`src/rtl/aes_key_schedule_ctrl.sv`:
```
// Iterative AES-128 key-expansion controller.
// Emits round keys 0..NR over a valid/ready stream. Each round uses one
// evaluation of an external combinational SubWord block.
module aes_key_schedule_ctrl #(
    parameter int unsigned NR = 10
) (
    input  logic         clk,
    input  logic         rst,
    input  logic         start,
    input  logic [127:0] key_in,
    output logic         busy,
    output logic [31:0]  sub_in,
    input  logic [31:0]  sub_out,
    output logic [127:0] round_key,
    output logic [3:0]   round_idx,
    output logic         key_valid,
    input  logic         key_ready,
    output logic         done
);

    localparam int unsigned WW = 32;
    localparam int unsigned IW = 4;
    localparam logic [IW-1:0] NR_IDX = IW'(NR);

    typedef enum logic [1:0] {
        IDLE = 2'd0,
        EMIT = 2'd1,
        DONE = 2'd2
    } state_t;

    state_t state;
    state_t state_nxt;

    logic [WW-1:0] w0;
    logic [WW-1:0] w1;
    logic [WW-1:0] w2;
    logic [WW-1:0] w3;
    logic [WW-1:0] w0_nxt;
    logic [WW-1:0] w1_nxt;
    logic [WW-1:0] w2_nxt;
    logic [WW-1:0] w3_nxt;

    logic accept;
    logic last;
    logic load;
    logic busy_nxt;
    logic valid_nxt;
    logic done_nxt;

    // Round constant for the step round r -> r+1.
    function automatic logic [7:0] rcon(input logic [IW-1:0] idx);
        logic [7:0] r;
        case (idx)
            4'd0:    r = 8'h01;
            4'd1:    r = 8'h02;
            4'd2:    r = 8'h04;
            4'd3:    r = 8'h08;
            4'd4:    r = 8'h10;
            4'd5:    r = 8'h20;
            4'd6:    r = 8'h40;
            4'd7:    r = 8'h80;
            4'd8:    r = 8'h1b;
            4'd9:    r = 8'h36;
            default: r = 8'h00;
        endcase
        return r;
    endfunction

    assign accept = (state == EMIT) && key_ready;
    assign last   = (round_idx == NR_IDX);
    assign load   = (state == IDLE) && start;

    // RotWord(w3) feeds the external SubWord block in every state.
    assign sub_in = {w3[23:0], w3[31:24]};

    assign round_key = {w0, w1, w2, w3};

    // State register.
    always_ff @(posedge clk) begin
        if (rst) begin
            state <= IDLE;
        end else begin
            state <= state_nxt;
        end
    end

    // Next-state logic.
    always_comb begin
        state_nxt = state;
        case (state)
            IDLE: begin
                if (start) begin
                    state_nxt = EMIT;
                end
            end
            EMIT: begin
                if (accept && last) begin
                    state_nxt = DONE;
                end
            end
            DONE: begin
                state_nxt = IDLE;
            end
            default: begin
                state_nxt = IDLE;
            end
        endcase
    end

    // Output decode from the upcoming state, registered below.
    always_comb begin
        busy_nxt  = 1'b0;
        valid_nxt = 1'b0;
        done_nxt  = 1'b0;
        case (state_nxt)
            EMIT: begin
                busy_nxt  = 1'b1;
                valid_nxt = 1'b1;
            end
            DONE: begin
                done_nxt = 1'b1;
            end
            default: begin
                busy_nxt  = 1'b0;
            end
        endcase
    end

    // Control output registers.
    always_ff @(posedge clk) begin
        if (rst) begin
            busy      <= 1'b0;
            key_valid <= 1'b0;
            done      <= 1'b0;
        end else begin
            busy      <= busy_nxt;
            key_valid <= valid_nxt;
            done      <= done_nxt;
        end
    end

    // Next round key words; the chain of XORs follows the AES expansion.
    always_comb begin
        w0_nxt = w0 ^ sub_out ^ {rcon(round_idx), 24'h000000};
        w1_nxt = w1 ^ w0_nxt;
        w2_nxt = w2 ^ w1_nxt;
        w3_nxt = w3 ^ w2_nxt;
    end

    // Key words and round index: load on start, advance on each non-final accept.
    always_ff @(posedge clk) begin
        if (rst) begin
            w0        <= '0;
            w1        <= '0;
            w2        <= '0;
            w3        <= '0;
            round_idx <= '0;
        end else if (load) begin
            w0        <= key_in[127:96];
            w1        <= key_in[95:64];
            w2        <= key_in[63:32];
            w3        <= key_in[31:0];
            round_idx <= '0;
        end else if (accept && !last) begin
            w0        <= w0_nxt;
            w1        <= w1_nxt;
            w2        <= w2_nxt;
            w3        <= w3_nxt;
            round_idx <= round_idx + IW'(1);
        end
    end

endmodule

```
`config.mk`:
```
export PLATFORM = sky130hd
export DESIGN_NAME = aes_key_schedule_ctrl
export DESIGN_NICKNAME = d
export VERILOG_FILES = /design/src/rtl/aes_key_schedule_ctrl.sv
export SDC_FILE = /design/constraint.sdc
export NUM_CORES = 1
export LEC_CHECK = 0
export ABC_AREA = 0
export CAP_MARGIN = 20
export CORE_MARGIN = 2
export CORE_UTILIZATION = 39
export DETAILED_ROUTE_END_ITERATION = 16
export PLACE_DENSITY = 0.77
export SLEW_MARGIN = 5
export SYNTH_ARGS = -nofsm -noshare
export SYNTH_HDL_FRONTEND = slang
export SYNTH_SLANG_ARGS = --single-unit
```
`constraint.sdc`:
```
create_clock -name clk -period 2 [get_ports clk]
set_input_delay 0.6 -clock clk [delete_from_list [all_inputs] [get_ports clk]]
set_output_delay 0.6 -clock clk [all_outputs]
set_load 0.01 [all_outputs]
```
==> qor.tcl, run 1 <==
set qor(outcome) {finished clean}
set qor(worst_pin_slew_ps) 357.7
set qor(ys_seq_elements) 144
set qor(ys_warn_count) 0
set qor(remaining_drc_errors) 0
set qor(layout_utilization_pct) 64.34
set qor(final_cell_area_um2) 12980
set qor(worstHoldPathCells) 2
set qor(globalplace.congestion) 0.8826
set qor(ff2ff_path_depth) 10
set qor(route.vias.total) 8255
set qor(maximum_fanout_count_along_the_critical_path) 3
set qor(clock_insertion_delay_at_the_later_pin_of_the_skew_report_ps) 420
set qor(detail_route.iter0.violations) 503
set qor(max_slew_margin_pct) 75.98
set qor(floorplan.die.height_um) 146.9
set qor(tritoncts) {yes}
set qor(worstPathArrival_ps) 1370
set qor(cellPowerDensity_nw_per_um2) 742.8
set qor(ys_async_sr_fraction_pct) 0
set qor(route.detailed.vias_per_inst) 5.329
set qor(finalNetCount) 1430
set qor(cts_buffers) 17
set qor(reg2reg_setup_slack_ps) 130
set qor(slowest_stage) {clkdlybuf4s50_1}
set qor(crit_path_end_kind) {output port}
set qor(rows) 52
set qor(boundaryPins) 331
set qor(wirelength_um) 28910
set qor(holdWs_ps) 483.9
set qor(cts.root.buffer_cell) {clkbuf_16}
set qor(period_needed_ps) 1974
set qor(total_power_w) 0.009639
set qor(htree_levels) 4
set qor(setup.worst_path.class) {reg -> out}
set qor(synth.cell_area_um2) 7968
set qor(finClkSkew_ps) 12.16
set qor(synth.distinct_cells) 50
set qor(path_buf_inv) 1
set qor(die_area_um2) 21590
set qor(synth.yosys.seq_area_share_pct) 36.18
set qor(dr.pass1.iters) 5
set qor(grt_antenna_before_repair) 2
set qor(route.detailed.wl_per_inst_um) 18.66
set qor(cp_slowest_stage_delay_ps) 570
set qor(synth_top_flop_cell) {dfxtp_1}
set qor(fin_setup_tns_ps) 0
set qor(critical_path.top_delay_family) {buffers and inverters}
set qor(cts.reportedPaths.clkPinSlew_ps) 70
set qor(cp-start-kind) {register}
set qor(via_count_of_the_first_global_routing_pass) 7812
set qor(track_usage_pct) 24.91
set qor(dp_hpwl_um) 20340
set qor(initial_core_utilization_pct) 39.50
set qor(crit-reg2reg-launch) {round_idx[0]$_SDFFE_PP0P_}
set qor(hold_path_startpoint) {w0[18]$_SDFFE_PP0P_}
set qor(worst_ep_required_time_ps) 1400
set qor(max_freq_ghz) 0.5065
set qor(final_max_slew_viol_count) 0
set qor(die_width_um) 146.9
set qor(grt.overflow.total) 0
set qor(placed_area_um2) 11870
set qor(io_buffers) 330
set qor(max_cap_viol_count) 0
set qor(clkSinkCount) 144
set qor(ir_worst_vdd_uv) 522.4
set qor(worstHoldEndpoint) {w0[18]$_SDFFE_PP0P_}
set qor(synth_fp_nets) 1069
set qor(syn_to_final_growth_pct) 62.86
set qor(final_layout_size_suffix_gt1_share_pct) 15.82
set qor(clockBufferDepth) 2
set qor(core_footprint_um2) 20170
set qor(antenna_left) 0
set qor(grt_pass1_wl_um) 42500
set qor(grt_max_degree) 64
set qor(finalHoldViolCount) 0
set qor(final_setup_viols) 0
set qor(synth_enable_flop_cells) 0
set qor(power_leakage_nw) 6.109
set qor(period_share_pct) 98.72
set qor(synth_cells) 903
set qor(timing.hold.worst.class) {reg -> reg}
set qor(synthesis.area_per_instance_um2) 8.824
set qor(crit_path_cell_trace) {clkdlybuf4s50_1}
-- per-layer routing --
layer  GRT usage (%)  vias up  part of all wire (%)
met5               0        -                     0
met4           11.54        0                   3.8
met3           4.441       64                   5.9
met2           41.20      333                    48
met1           31.75     3902                    42
li1                -     3956                     -
-- kinds of logic (layout without fill, tap and decap cells) --
group	Yosys count	after routing	share of synthesized area, %
XOR/XNOR	131	131	17.29
adder cells (fa/ha/maj)	2	2	0.3140
other	0	2	0
buffers and inverters	113	487	7.820
flip-flops	144	144	36.18
AND/OR/NAND/NOR	275	275	15.83
AO/OA/AOI/OAI	238	238	22.57
-- final cells by class --
class                      instances  area, um^2
antenna                            2       5.005
inverter                          13       48.80
clock inverter                    12       155.1
clock buffer                      20       466.7
timing repair buffer             442        4482
multi-input combinational        646        4567
fill                            1631        7193
sequential                       144        2914
tap                              270       337.8
-- cells in the final DEF, fill, tap and decap left out, types with 8 or more instances in the layout --
master           instances
a311oi_1                10
a222oi_1                14
o21ai_0                 54
a221oi_2                10
a21oi_1                 21
nor2_1                 147
nor4_1                  18
inv_1                   13
dfxtp_1                119
nand3_1                 14
xor3_1                   8
xnor2_1                 87
a211oi_1                34
or3_1                   13
xor2_1                  26
a21o_1                  16
buf_4                   91
dfxtp_2                 25
a32oi_1                 12
dlygate4sd2_1           31
nand2_1                 36
clkdlybuf4s50_1        237
buf_12                   9
dlymetal6s2s_1          61
clkbuf_16               20
nor3_1                  15
a221oi_1                28
o211a_1                 16
-- stage by stage --
stage / setup WS [ps] / std cells
final: 25.67 / 1549
after global placement: -587.1 / 1499
after floorplan: 48.25 / 903
after global routing: -17.18 / 1549
after CTS: -36.50 / 1531
after detailed placement: -639.6 / 1499
-- sequential cells by signal, indices dropped and copies added, names as in the netlist, named ones only --
signal / count
w3: 32
state: 2
w2: 32
round_idx: 4
w0: 32
w1: 32
done: 1
key_valid: 1
-- how the worst max path moves through the flow --
stage                                         start                   to  slack, ps  depth (start not counted)
after detailed placement                  key_ready             register       -640                          7
final                           w2[12]$_SDFFE_PP0P_        round_key[44]         30                          1
after global placement                    key_ready             register       -590                          7
after floorplan           round_idx[0]$_SDFFE_PP0P_  w3[30]$_SDFFE_PP0P_         50                          8
after global routing                          start   w0[5]$_SDFFE_PP0P_        -20                          8
after CTS                                 key_ready             register        -40                          7
-- where the power goes --
part / switching (W) / total (W) / leakage [nW] / internal [W]
clock network: 0.00131 / 0.00338 / 0.303 / 0.00207
logic: 0.00126 / 0.00286 / 4.61 / 0.00161
registers: 0.000271 / 0.00339 / 1.20 / 0.00312
-- what timing repair did --
item / 4_1_cts / 5_1_grt
gates resized for setup: 53 / 97
gates cloned: 0 / 4
pin swaps: 1 / 11
setup buffers: 0 / 12
endpoints found under the setup margin: 139 / 145
hold buffers: 0 / 0
-- cell usage after synthesis (2+ instances only) --
cell / n / share of area (%)
a211oi_1: 34 / 3.2
a21o_1: 17 / 1.6
a21oi_1: 22 / 1.4
a221oi_1: 30 / 3.3
a221oi_2: 8 / 1.5
a222oi_1: 14 / 1.8
a22oi_1: 2 / 0.19
a311oi_1: 13 / 1.4
a31oi_1: 6 / 0.47
a32oi_1: 12 / 1.3
and3_1: 3 / 0.24
and3b_1: 2 / 0.22
buf_1: 3 / 0.14
buf_2: 24 / 1.5
buf_4: 33 / 3.1
buf_6: 6 / 0.85
clkbuf_1: 34 / 1.6
dfxtp_1: 144 / 36
ha_1: 2 / 0.31
inv_1: 13 / 0.61
nand2_1: 37 / 1.7
nand3_1: 15 / 0.94
nor2_1: 148 / 7.0
nor2b_1: 7 / 0.55
nor3_1: 16 / 1.0
nor3b_1: 7 / 0.66
nor4_1: 18 / 1.4
o211a_1: 16 / 2.0
o21ai_0: 57 / 3.6
or3_1: 13 / 1.0
xnor2_1: 88 / 9.7
xnor3_1: 8 / 2.3
xor2_1: 27 / 3.0
xor3_1: 8 / 2.4
No activity file was read; power rests on OpenSTA's default activity.
==> run 2: changes to the inputs <==
--- a/config.mk
+++ b/config.mk
@@ -11,7 +11,7 @@
 export CORE_UTILIZATION = 39
 export DETAILED_ROUTE_END_ITERATION = 16
 export PLACE_DENSITY = 0.77
-export SLEW_MARGIN = 5
+export SLEW_MARGIN = 20
 export SYNTH_ARGS = -nofsm -noshare
 export SYNTH_HDL_FRONTEND = slang
 export SYNTH_SLANG_ARGS = --single-unit
==> results of run 2 <==
Final layout, timing and power as in run 1 (identical DEF).
